### src/rtl/count_bcd_display.sv
// Samples the counter value, converts it to BCD with a sequential double-dabble engine,
// and scans the result onto a 3-digit multiplexed 7-segment display.
module count_bcd_display #(
  parameter int SCAN_DIV       = 4,
  parameter bit SEG_ACTIVE_LOW = 1'b1,
  parameter bit LZB_EN         = 1'b1
) (
  input  logic        clk,
  input  logic        reset,
  input  logic [7:0]  value,
  output logic [11:0] bcd,
  output logic        bcd_valid,
  output logic        busy,
  output logic [6:0]  seg,
  output logic [2:0]  an
);

  localparam int PW = (SCAN_DIV > 2) ? $clog2(SCAN_DIV) : 1;

  typedef enum logic [1:0] {
    IDLE  = 2'd0,
    SHIFT = 2'd1,
    DONE  = 2'd2
  } state_t;

  state_t        state_r;
  logic [19:0]   sr_r;
  logic [3:0]    step_r;
  logic [PW-1:0] pre_r;
  logic [1:0]    idx_r;
  logic [1:0]    idx_nx_s;
  logic [3:0]    nib_s;
  logic          blank_s;

  // One double-dabble step: correct every BCD nibble >= 5, then shift left.
  function automatic logic [19:0] dabble_step(input logic [19:0] r);
    logic [19:0] a;
    a = r;
    for (int i = 0; i < 3; i++) begin
      if (a[8+4*i +: 4] >= 4'd5) begin
        a[8+4*i +: 4] = a[8+4*i +: 4] + 4'd3;
      end else begin
        a[8+4*i +: 4] = a[8+4*i +: 4];
      end
    end
    return {a[18:0], 1'b0};
  endfunction

  // Glyph in {g,f,e,d,c,b,a} order, polarity applied; illegal nibbles and blanking give all-off.
  function automatic logic [6:0] glyph(input logic [3:0] d, input logic blank);
    logic [6:0] g;
    if (blank) begin
      g = 7'b0000000;
    end else begin
      case (d)
        4'd0:    g = 7'b0111111;
        4'd1:    g = 7'b0000110;
        4'd2:    g = 7'b1011011;
        4'd3:    g = 7'b1001111;
        4'd4:    g = 7'b1100110;
        4'd5:    g = 7'b1101101;
        4'd6:    g = 7'b1111101;
        4'd7:    g = 7'b0000111;
        4'd8:    g = 7'b1111111;
        4'd9:    g = 7'b1101111;
        default: g = 7'b0000000;
      endcase
    end
    return SEG_ACTIVE_LOW ? ~g : g;
  endfunction

  // Select the digit (and its blanking) for the slot about to start.
  always_comb begin
    idx_nx_s = (idx_r == 2'd2) ? 2'd0 : idx_r + 2'd1;
    nib_s    = 4'd0;
    blank_s  = 1'b0;
    case (idx_nx_s)
      2'd0: begin
        nib_s   = bcd[3:0];
        blank_s = 1'b0;
      end
      2'd1: begin
        nib_s   = bcd[7:4];
        blank_s = LZB_EN && (bcd[11:8] == 4'd0) && (bcd[7:4] == 4'd0);
      end
      2'd2: begin
        nib_s   = bcd[11:8];
        blank_s = LZB_EN && (bcd[11:8] == 4'd0);
      end
      default: begin
        nib_s   = 4'd0;
        blank_s = 1'b1;
      end
    endcase
  end

  // Converter FSM: sample in IDLE, eight shift-add-3 steps, publish in DONE.
  always_ff @(posedge clk or posedge reset) begin
    if (reset) begin
      state_r   <= IDLE;
      sr_r      <= 20'd0;
      step_r    <= 4'd0;
      bcd       <= 12'h000;
      bcd_valid <= 1'b0;
      busy      <= 1'b0;
    end else begin
      case (state_r)
        IDLE: begin
          sr_r      <= {12'd0, value};
          step_r    <= 4'd0;
          bcd_valid <= 1'b0;
          busy      <= 1'b1;
          state_r   <= SHIFT;
        end
        SHIFT: begin
          sr_r      <= dabble_step(sr_r);
          step_r    <= step_r + 4'd1;
          bcd_valid <= 1'b0;
          busy      <= 1'b1;
          state_r   <= (step_r == 4'd7) ? DONE : SHIFT;
        end
        DONE: begin
          bcd       <= sr_r[19:8];
          bcd_valid <= 1'b1;
          busy      <= 1'b1;
          state_r   <= IDLE;
        end
        default: begin
          bcd_valid <= 1'b0;
          busy      <= 1'b0;
          state_r   <= IDLE;
        end
      endcase
    end
  end

  // Free-running scan: advance the digit and reload an/seg at each slot boundary.
  always_ff @(posedge clk or posedge reset) begin
    if (reset) begin
      pre_r <= '0;
      idx_r <= 2'd0;
      an    <= 3'b001;
      seg   <= glyph(4'd0, 1'b0);
    end else if (pre_r == PW'(SCAN_DIV - 1)) begin
      pre_r <= '0;
      idx_r <= idx_nx_s;
      an    <= 3'b001 << idx_nx_s;
      seg   <= glyph(nib_s, blank_s);
    end else begin
      pre_r <= pre_r + PW'(1);
    end
  end

endmodule

### config.mk
export PLATFORM = sky130hd
export DESIGN_NAME = count_bcd_display
export DESIGN_NICKNAME = d
export VERILOG_FILES = /design/src/rtl/count_bcd_display.sv
export SDC_FILE = /design/constraint.sdc
export NUM_CORES = 1
export LEC_CHECK = 0
export CAP_MARGIN = 15
export CORE_MARGIN = 2
export CORE_UTILIZATION = 30
export DETAILED_ROUTE_END_ITERATION = 10
export GPL_ROUTABILITY_DRIVEN = 0
export SLEW_MARGIN = 10
export SYNTH_ARGS = -nofsm -noshare
export SYNTH_HDL_FRONTEND = slang
export SYNTH_SLANG_ARGS = --single-unit
### constraint.sdc
create_clock -name clk -period 1.95 [get_ports clk]
set_input_delay 0.39 -clock clk [delete_from_list [all_inputs] [get_ports clk]]
set_output_delay 0.39 -clock clk [all_outputs]
set_load 0.01 [all_outputs]
Yosys cells after proc, flatten, opt, wreduce, memory -nomap -nowiden --
Memories as Yosys holds them, arrays and structs flattened. Cells that the tools add are included.
Cells by class: $add $sub $neg 6, magnitude comparators 3, equality and inequality tests 7, shifts and indexed selects 1, mux-type cells 15, bitwise operators 1, reductions and logical operators 7
Operator list (number):
- one-hot mux 20 bit (2 select lines) | 1
- 2-to-1 mux 7 bit | 2
- >= comparator 4 x 3 -> 1 bit, second input constant | 3
- one-hot mux 4 bit (3 select lines) | 1
- adder 4 x 2 -> 4 bit, second input constant | 2
- equality test 2 bit, second input constant | 4
- zero test 4 bit | 2
- 2-to-1 mux 4 bit | 2
- one-hot mux 4 bit (2 select lines) | 1
- inverter 7 bit | 1
- 2-to-1 mux 2 bit | 3
- adder 2 x 1 -> 2 bit, second input constant | 2
- adder 4 x 1 -> 4 bit, second input constant | 1
- equality test 2 x 1 -> 1 bit, second input constant | 2
- equality test 4 x 3 -> 1 bit, second input constant | 1
- zero test 2 bit | 2
- one-hot mux 2 bit (2 select lines) | 1
- adder 3 x 2 -> 3 bit, second input constant | 1
- 2-to-1 mux 3 bit | 1
- one-hot mux 1 bit (3 select lines) | 1
- OR reduction 3 bit | 1
- << shifter 1 x 2 -> 3 bit, first input constant | 1
- 2-to-1 mux 1 bit | 2
- nonzero test 2 bit | 1
- logical AND 1 bit | 1
Word-level totals: register bits after elaboration 54, bits in read-only memories 112, input bits 10, output and inout bits 24, logic and storage cells 51, memories kept 1
Memories:
- (no name shown) | words 16, width 7, read ports 1, clocked after Yosys merged registers in 0, write ports 0, line 55 | case (d)

Longest topological paths before layout --
Gate-level depths: netlist (run 1). An unclocked memory read counts as a cell.
word-level depth 8, mapped depth 9

Worst setup path before layout (run 1) --
Ideal clock, no wire load.
kind flip-flop to flip-flop, from reg idx_r[0], to reg seg[4], arrival 1.624 ns, required time 1.826 ns, setup slack 0.202 ns, cell stages (with the launch flop) 8, path buffers 1, clock period less this slack 1.748 ns, cells stage by stage dfrtp_1 buf_6 mux2_2 mux2i_1 ha_1 mux2i_1 a211oi_1 nor2_1
Between the ends: longest elaborated chain between the ends 8, elaborated cells on any way between the ends 12
RTL lines:
- from (decl) | line 30 | logic [1:0] idx_r;
- from (signal assigned) | line 146 | idx_r <= idx_nx_s;
- adder 2 x 1 -> 2 bit / equality test 2 bit (equally long branches) | line 74 | idx_nx_s = (idx_r == 2'd2) ? 2'd0 : idx_r + 2'd1;
- 2-to-1 mux 2 bit * | line 74
- equality test 2 bit, or another cell as far along | line 77 | case (idx_nx_s)
- one-hot mux 4 bit (3 select lines) | line 77
- memory (16 x 7 bit)
- 2-to-1 mux 7 bit * | line 52 | if (blank) begin
- 2-to-1 mux 7 bit * | line 144 | end else if (pre_r == PW'(SCAN_DIV - 1)) begin
- inverter 7 bit * | line 69 | return SEG_ACTIVE_LOW ? ~g : g;
- to (signal assigned) | line 143 | seg <= glyph(4'd0, 1'b0);
- to (signal assigned) | line 148 | seg <= glyph(nib_s, blank_s);
- to (decl) | line 14 | output logic [6:0] seg,
Every way passes the cells marked *; elsewhere a longest branch is shown, timed or not. The select of a mux whose other input is x is not followed. A chain may end at the register's enable or synchronous reset.

Worst setup path after layout (run 1) --
from reg idx_r[0], to reg seg[2]
The elaborated chain is that of the path after synthesis.

==> results.py, run 1 <==
metrics = {
    "synthesis": {
        "synth_seq_cells": 53,
        "synth_fa_ha_area_share_pct": 6.308,
        "yosysSeqAreaShare_pct": 51.53,
        "synth_top_area_share_pct": 49.49,
        "syn_inst": 246,
        "synth_xor_area_share_pct": 1.359,
        "muxShareOfSynthArea_pct": 12.76,
        "synth_cell_type_count": 35,
        "yosysTopAreaCell": "dfrtp_1",
        "synth_area_leaders": "dfrtp_1, ha_1, o21ai_1",
        "synth_top_family_by_area": "multiplexers",
        "ys_warn_count": 0,
        "yosys.area_share.simple_pct": 11.64,
        "synth.avg_cell_area_um2": 10.48,
        "synth_area_um2": 2579,
        "syn_nets": 269,
        "synth_compound_area_share_pct": 11.94,
    },
    "worst_setup_path": {
        "cp-start-kind": "register",
        "critPathKind": "reg2reg",
        "crit_path_max_fanout": 11,
        "end_kind": "register",
        "arrival_ps": 1990,
        "crit_top_cell": "a21oi_1",
        "required_ps": 2130,
        "worstPathCellList": "buf_4 > mux2_4 > mux2i_4 > a21oi_1 > nor2_2 > a21oi_1",
        "crit_slowest_cell": "dfrtp_1",
        "max_stage_delay_ps": 390,
        "rrSetupSlack_ps": 140,
    },
    "floorplan": {
        "initial_core_util_pct": 31.23,
        "num_io_pins": 34,
        "placement_rows": 33,
        "die_x_um": 96.72,
        "dieArea_um2": 9354,
        "die_height_um": 96.72,
        "core-area_um2": 8258,
    },
    "clock_network": {
        "clkTransAtPathRegs_ps": 90,
        "cts_max_level": 2,
        "cts.sink_count": 53,
        "clock_path_buffers": 2,
        "cts_resized": 0,
        "post-cts-setup-buffers": 0,
        "cts_tree": "yes",
        "cts_hold_buffers": 0,
        "numCtsBuffers": 5,
        "clkLatencyLatePin_ps": 310,
        "clock-root-buffer": "clkbuf_8",
    },
    "sta": {
        "fin_crit_sh_pct": 92.92,
        "drv_slew": 0,
        "skew_ps": 11.07,
        "tightest_slew_ps": 563.7,
        "fmax_ghz": 0.5519,
        "hold_viol_final": 0,
        "hold_slack_ps": 368.3,
        "finalSetupTns_ps": 0,
        "finalSetupViolations": 0,
        "rsz0062_at_grt": "no",
        "fin_crit_ps": 1812,
        "max_slew_margin_pct": 62.42,
    },
    "layout": {
        "nets": 303,
        "diodes": 0,
        "fillerInstances": 835,
        "utilization_pct": 37.85,
        "stdcell_area_um2": 3126,
        "drive_above_1_share_pct": 9.286,
        "multiInputGateArea_um2": 1139,
        "syn_to_final_growth_pct": 21.20,
        "regArea_um2": 1329,
    },
    "global_route": {
        "grtUsageMet3_pct": 2.746,
        "grt_use_total_pct": 11.04,
        "grt_pass1_wl_mm": 8.666,
        "grt_use_met2_pct": 17.15,
        "grt.overflow.total": 0,
        "grt_max_degree": 33,
        "grt.busiest_layer": "met2",
        "grt_pass1_vias": 1828,
        "use_met1_pct": 14.96,
        "grt_antenna_before_repair": 0,
    },
    "pwr": {
        "peakVddDrop_mv": 0.3796,
        "p_per_area_nw_per_um2": 1030,
        "p_leak_nw": 1.350,
        "fin_total_pwr_mw": 3.220,
    },
    "routing": {
        "via_per_inst": 4.740,
        "postRouteWirelength_mm": 4.819,
        "drt_drc_violations_left": 0,
        "detail_route.first_pass.iterations": 4,
        "num_vias": 1825,
        "avgRoutedWirePerCell_um": 12.52,
        "drtAntennaViolNets": 0,
        "drt_iter0_drc": 98,
    },
    "run_status": {
        "status": "completed",
    },
    "flow_run": {
        "maxCapViolCount": 0,
    },
    "placement": {
        "place_area_um2": 3032,
        "hpwl_mm": 3.458,
        "portBuffers": 33,
    },
    "min_path": {
        "holdCritPathClass": "in2async",
    },
}
final cells by class:
class,instances,area share (%)
Clock buffer,6,2.642
Inverter,13,1.561
Timing Repair Buffer,39,12.41
Tap cell,105,4.203
Clock inverter,1,0.2402
Sequential cell,53,42.51
Multi-Input combinational cell,168,36.43
cells in the mapped netlist:
master and count:
mux2_2 3, nor2_1 13, o31ai_1 2, mux2_4 1, o21a_1 1, mux2_1 12, a211oi_1 1, a21o_1 1
dfrtp_1 51, clkbuf_1 6, o211ai_1 3, o21ai_1 32, nor2_2 1, nor3_1 1, xnor2_1 3, inv_1 11
buf_4 1, nor2b_1 1, buf_6 2, nand2b_1 7, dfstp_2 2, xor2_1 1, nor4_1 2, buf_2 2
a21oi_1 16, mux2i_4 2, and2b_1 1, a21boi_1 1, inv_2 2, nor3b_1 4, mux2i_1 10, buf_1 1
ha_1 13, nand2_1 32, nand3_1 4
metal layers:
metal  vias up  part of all wire, %
li1        903                    -
met1       877                   50
met2        38                   44
met3         7                  4.5
met4         0                  1.4
met5         -                    0
path summary, 6_finish.rpt:
path                       startpoint       end  cells past startpoint
setup / recovery             idx_r[0]    seg[2]                      6
setup reg to reg             idx_r[0]    seg[2]                      6
hold / removal                  reset  pre_r[0]                      2
min in group clk             pre_r[0]  pre_r[0]                      1
hold reg to reg              pre_r[0]  pre_r[0]                      1
max in group asynchronous       reset   sr_r[0]                      3
cell families after synthesis:
| kind of cell | after synthesis |
|---|---|
| adders and majority gates | 13 |
| DFF | 53 |
| xor gates and xnor gates | 4 |
| buffers and inverters | 25 |
| and+or+nand+nor | 66 |
| AOI/OAI and AO/OA | 57 |
| muxes | 28 |
metrics by stage:
step,cells,worst slack (ps)
after floorplan,246,202.0
after global placement,378,197.9
after detailed placement,378,152.0
after CTS,385,132.9
after global routing,385,14.32
final,385,138.0
registers in the layout (all words and copies together) (netlist names):
register	cells
pre_r	2
busy	1
sr_r	20
seg	7
bcd	12
step_r	4
idx_r	1
an	3
bcd_valid	1
state_r	2
report_power, final:
group	leakage, nW	switching (mW)	internal, mW
Combinational	0.626	0.508	0.569
Clock	0.0433	0.350	0.281
Sequential	0.680	0.209	1.30
Total	1.35	1.07	2.15
cells in the final DEF (no fill, tap or decap), types with 2 or more instances in the layout:
cell	synthesis	routed
dfrtp_1	51	51
clkdlybuf4s50_1	0	33
nand2_1	32	32
o21ai_1	32	32
a21oi_1	16	16
nor2_1	13	13
ha_1	13	13
mux2_1	12	12
inv_1	11	10
mux2i_1	10	9
nand2b_1	7	7
clkbuf_8	0	6
buf_4	1	5
nand3_1	4	4
nor3b_1	4	4
inv_2	2	3
mux2_2	3	3
o211ai_1	3	3
xnor2_1	3	3
o31ai_1	2	2
mux2i_4	2	2
nor4_1	2	2
dfstp_2	2	2
critical path, delay by kind of cell, from the launching register on:
kind | cells | cell delay (ps)
AOI/OAI and AO/OA | 2 | 260
buffers and inverters | 1 | 160
DFF | 1 | 390
muxes | 2 | 610
and+or+nand+nor | 1 | 270
(Power assumes the default switching activity.)
==> inputs of run 2 (changes only) <==
--- a/config.mk
+++ b/config.mk
@@ -10,6 +10,7 @@
 export CORE_UTILIZATION = 30
 export DETAILED_ROUTE_END_ITERATION = 10
 export GPL_ROUTABILITY_DRIVEN = 0
+export PLACE_DENSITY = 0.56
 export SLEW_MARGIN = 10
 export SYNTH_ARGS = -nofsm -noshare
 export SYNTH_HDL_FRONTEND = slang
==> results.py, run 2 (synthesis results as in run 1) <==
metrics = {
    "pwr": {
        "p_leak_nw": 1.375,
        "p_per_area_nw_per_um2": 1018,
        "peakVddDrop_mv": 0.3650,
        "fin_total_pwr_mw": 3.217,
    },
    "global_route": {
        "grt_pass1_vias": 1798,
        "grt_pass1_wl_mm": 8.838,
        "grt_antenna_before_repair": 0,
        "grt.overflow.total": 0,
        "grt_max_degree": 33,
        "grt_use_total_pct": 11.18,
    },
    "layout": {
        "utilization_pct": 38.27,
        "reg_top3": "sr_r (20), bcd (12), seg (7)",
        "stdcell_count": 389,
        "diodes": 0,
        "final_common_cell": "dfrtp_1",
        "nets": 306,
        "top_register": "sr_r",
        "largest_reg_flops": 20,
        "mostFrequentLayoutCells": "dfrtp_1, clkdlybuf4s50_1, nand2_1, o21ai_1, a21oi_1",
        "syn_to_final_growth_pct": 22.56,
        "drive_above_1_share_pct": 9.859,
        "stdcell_area_um2": 3161,
    },
    "routing": {
        "drt_iter0_drc": 44,
        "drtAntennaViolNets": 0,
        "route.met2.wl_mm": 2.182,
        "via_per_inst": 4.699,
        "avgRoutedWirePerCell_um": 12.54,
        "postRouteWirelength_mm": 4.878,
        "met3_length_um": 190,
        "num_vias": 1828,
        "m1WireLength_mm": 2.430,
        "top_layer_used": "met4",
        "drt_drc_violations_left": 0,
        "detail_route.first_pass.iterations": 4,
    },
    "floorplan": {
        "core-area_um2": 8258,
        "initial_core_util_pct": 31.23,
        "num_io_pins": 34,
        "dieArea_um2": 9354,
        "die_x_um": 96.72,
        "placement_rows": 33,
        "die_height_um": 96.72,
    },
    "worst_setup_path": {
        "crit_slowest_cell": "dfrtp_1",
        "worstPathCellList": "buf_4 > mux2_4 > mux2i_4 > a21oi_1 > nor2_2 > a21oi_1",
        "cp-start-kind": "register",
        "crit_top_cell": "a21oi_1",
        "rr_worst_depth": 6,
        "required_ps": 2130,
        "crit-reg2reg-capture": "seg[1]",
        "crit_path_max_fanout": 11,
        "max_stage_delay_ps": 400,
        "regToRegStartpoint": "idx_r[0]",
        "end_kind": "register",
        "rrSetupSlack_ps": 150,
        "critPathKind": "reg2reg",
        "arrival_ps": 1980,
    },
    "clock_network": {
        "clock-root-buffer": "clkbuf_8",
        "clock_path_buffers": 2,
        "post-cts-setup-buffers": 0,
        "cts_max_level": 2,
        "cts_hold_buffers": 0,
        "cts_tree": "yes",
        "cts.sink_count": 53,
        "cts_resized": 0,
        "numCtsBuffers": 5,
        "clkLatencyLatePin_ps": 300,
        "clkTransAtPathRegs_ps": 100,
    },
    "sta": {
        "finalSetupViolations": 0,
        "fin_crit_ps": 1804,
        "skew_ps": 11.00,
        "finalSetupTns_ps": 0,
        "tightest_slew_ps": 598.9,
        "fin_crit_sh_pct": 92.52,
        "hold_slack_ps": 391.7,
        "fmax_ghz": 0.5543,
        "max_slew_margin_pct": 60.08,
        "hold_viol_final": 0,
        "timing.final.ws_setup_ps": 145.9,
        "drv_slew": 0,
        "rsz0062_at_grt": "no",
    },
    "placement": {
        "place_area_um2": 3067,
        "portBuffers": 33,
        "place_ws_ps": 156.8,
        "hpwl_mm": 3.588,
        "dp_cells": 381,
    },
    "flow_run": {
        "maxCapViolCount": 0,
    },
    "run_status": {
        "status": "completed",
    },
    "min_path": {
        "holdCritPathClass": "in2async",
    },
}
run 2: cell types whose count changed in the layout (fill, tap and decap cells not counted), sizes merged:
cell	before	now
clkbuf	6	7
buf	6	9
run 2: power by group:
group / total [mW] / internal, mW / switching [mW]
registers: 1.51 / 1.30 / 0.206
clock network: 0.638 / 0.289 / 0.349
logic: 1.07 / 0.569 / 0.501
total: 3.22 / 2.16 / 1.06
run 2: area by class of cell:
| type | count | area [µm²] |
|---|---|---|
| fill | 848 | 5097 |
| sequential | 53 | 1329 |
| multi-input combinational | 168 | 1135 |
| timing repair buffer | 42 | 422.9 |
| tap | 105 | 131.4 |
| clock buffer | 7 | 86.33 |
| inverter | 13 | 48.80 |
| clock inverter | 1 | 7.507 |
run 2: critical path: cells and delay by family (launching register included):
kind                   cells  cell delay [ps]
multiplexers               2              600
flip-flops                 1              400
AND/OR/NAND/NOR            1              290
AO/OA/AOI/OAI              2              240
buffers and inverters      1              160
run 2: how the worst max path moves through the flow:
stage                   from  endpoint  slack, ps  depth (start not counted)
global placement    idx_r[0]    seg[1]        180                          6
floorplan           idx_r[0]    seg[4]        200                          7
global route        idx_r[0]    seg[0]         10                          6
CTS                 idx_r[0]    seg[1]        160                          6
detailed placement  idx_r[0]    seg[1]        160                          6
finish              idx_r[0]    seg[1]        150                          6
run 2: metal layers:
metal	vias to the layer above	track usage, %
li1	911	-
met1	872	15.78
met2	39	17.41
met3	6	2.384
met4	0	3.142
met5	-	0
==> inputs of run 3 (changes only) <==
--- a/config.mk
+++ b/config.mk
@@ -5,8 +5,8 @@
 export SDC_FILE = /design/constraint.sdc
 export NUM_CORES = 1
 export LEC_CHECK = 0
+export ABC_CLOCK_PERIOD_IN_PS = 1950
 export CAP_MARGIN = 15
-export CORE_MARGIN = 2
 export CORE_UTILIZATION = 30
 export DETAILED_ROUTE_END_ITERATION = 10
 export GPL_ROUTABILITY_DRIVEN = 0
==> results.py, run 3 (synthesis results as in run 1) <==
metrics = {
    "floorplan": {
        "dieArea_um2": 8971,
        "placement_rows": 33,
        "initial_core_util_pct": 31.23,
        "num_io_pins": 34,
        "die_x_um": 94.72,
        "core-area_um2": 8258,
        "die_height_um": 94.72,
    },
    "routing": {
        "avgRoutedWirePerCell_um": 12.84,
        "drt_drc_violations_left": 0,
        "postRouteWirelength_mm": 4.995,
        "via_per_inst": 4.602,
        "drt_iter0_drc": 55,
        "num_vias": 1790,
        "detail_route.first_pass.iterations": 4,
        "drtAntennaViolNets": 0,
    },
    "clock_network": {
        "clock-root-buffer": "clkbuf_8",
        "cts_resized": 0,
        "post-cts-setup-buffers": 0,
        "clock_path_buffers": 2,
        "cts.sink_count": 53,
        "clkLatencyLatePin_ps": 300,
        "cts_hold_buffers": 0,
        "clkTransAtPathRegs_ps": 100,
        "cts_tree": "yes",
        "numCtsBuffers": 5,
        "cts_max_level": 2,
    },
    "worst_setup_path": {
        "crit_top_cell": "a21oi_1",
        "crit_path_max_fanout": 11,
        "rrSetupSlack_ps": 120,
        "crit-reg2reg-capture": "seg[3]",
        "arrival_ps": 2010,
        "rr_worst_depth": 6,
        "critPathKind": "reg2reg",
        "max_stage_delay_ps": 400,
        "crit_slowest_cell": "dfrtp_1",
        "cp-start-kind": "register",
        "end_kind": "register",
        "worstPathCellList": "buf_4 > mux2_4 > mux2i_4 > a21oi_1 > nor2_2 > a21oi_1",
        "required_ps": 2130,
        "regToRegStartpoint": "idx_r[0]",
    },
    "sta": {
        "fmax_ghz": 0.5467,
        "rsz0062_at_grt": "no",
        "tightest_slew_ps": 618.1,
        "fin_crit_ps": 1829,
        "finalSetupTns_ps": 0,
        "skew_ps": 12.60,
        "hold_viol_final": 0,
        "drv_slew": 0,
        "finalSetupViolations": 0,
        "fin_crit_sh_pct": 93.80,
        "max_slew_margin_pct": 58.79,
    },
    "global_route": {
        "grt_pass1_wl_mm": 8.576,
        "grt_pass1_vias": 1784,
        "grt_antenna_before_repair": 0,
        "grt.overflow.total": 0,
        "grt_use_total_pct": 12.22,
        "grt_max_degree": 24,
    },
    "layout": {
        "drive_above_1_share_pct": 10.21,
        "top_register": "sr_r",
        "largest_reg_flops": 20,
        "syn_to_final_growth_pct": 22.42,
        "reg_top3": "sr_r (20), bcd (12), seg (7)",
        "diodes": 0,
        "final_common_cell": "dfrtp_1",
        "stdcell_area_um2": 3157,
        "mostFrequentLayoutCells": "dfrtp_1, clkdlybuf4s50_1, nand2_1, o21ai_1, a21oi_1",
        "nets": 306,
    },
    "pwr": {
        "p_leak_nw": 1.370,
        "pwr-share-comb_pct": 33.6,
        "peakVddDrop_mv": 0.3101,
        "p_int_mw": 2.131,
        "power_frac_clock_pct": 19.3,
        "switching_share_pct": 33.66,
        "power_switching_mw": 1.081,
        "pwr-share-seq_pct": 47.1,
        "p_per_area_nw_per_um2": 1017,
    },
    "run_status": {
        "status": "completed",
    },
    "placement": {
        "portBuffers": 33,
        "hpwl_mm": 3.579,
        "place_area_um2": 3067,
    },
    "flow_run": {
        "maxCapViolCount": 0,
    },
    "min_path": {
        "holdCritPathClass": "in2async",
    },
}
run 3: routing by layer:
metal / vias up / part of all wire, % / GRT usage [%] / wire length (µm)
met3: 4 / 3.9 / 2.335 / 194
met1: 846 / 51 / 16.71 / 2534
met5: - / 0 / 0 / 0
li1: 904 / - / - / -
met2: 36 / 45 / 19.48 / 2234
met4: 0 / 0.62 / 3.788 / 31
run 3: metrics by stage:
stage               hold WS (ps)  utilization (%)  instances  setup slack [ps]  power [mW]
floorplan                  403.1                -        246             202.0       2.170
global placement           416.7            37.14        381             187.0       2.607
detailed placement         424.8            37.14        381             126.6       2.615
CTS                        390.9            38.18        389             107.2       3.252
global route               413.5            38.23        389             4.707       3.449
finish                     386.8            38.23        389             121.0       3.212
run 3: how the worst max path moves through the flow:
stage / from / to / slack, ps / cells past startpoint
floorplan: idx_r[0] / seg[4] / 200 / 7
global placement: idx_r[0] / seg[4] / 190 / 6
detailed placement: idx_r[0] / seg[4] / 130 / 6
CTS: idx_r[0] / seg[4] / 110 / 6
global route: idx_r[0] / seg[3] / 5 / 6
finish: idx_r[0] / seg[3] / 120 / 6
run 3: cell type report:
type	count	area [µm²]
timing repair buffer	42	422.9
tap	105	131.4
multi-input combinational	168	1139
inverter	13	48.80
fill	829	5101
clock inverter	2	13.76
clock buffer	6	72.57
sequential	53	1329
run 3: power by group through the flow:
stage	clock (mW)	sequential, mW	combinational, mW
global route	0.691	1.55	1.21
detailed placement	0	1.54	1.08
floorplan	0	1.54	0.628
global placement	0	1.54	1.07
finish	0.620	1.51	1.08
CTS	0.649	1.51	1.09
run 3: worst max-delay path: cells and delay by family, from the launching register on:
kind / cells / cell delay [ps]
DFF: 1 / 400
and+or+nand+nor: 1 / 270
buffers and inverters: 1 / 170
muxes: 2 / 620
AOI/OAI and AO/OA: 2 / 250
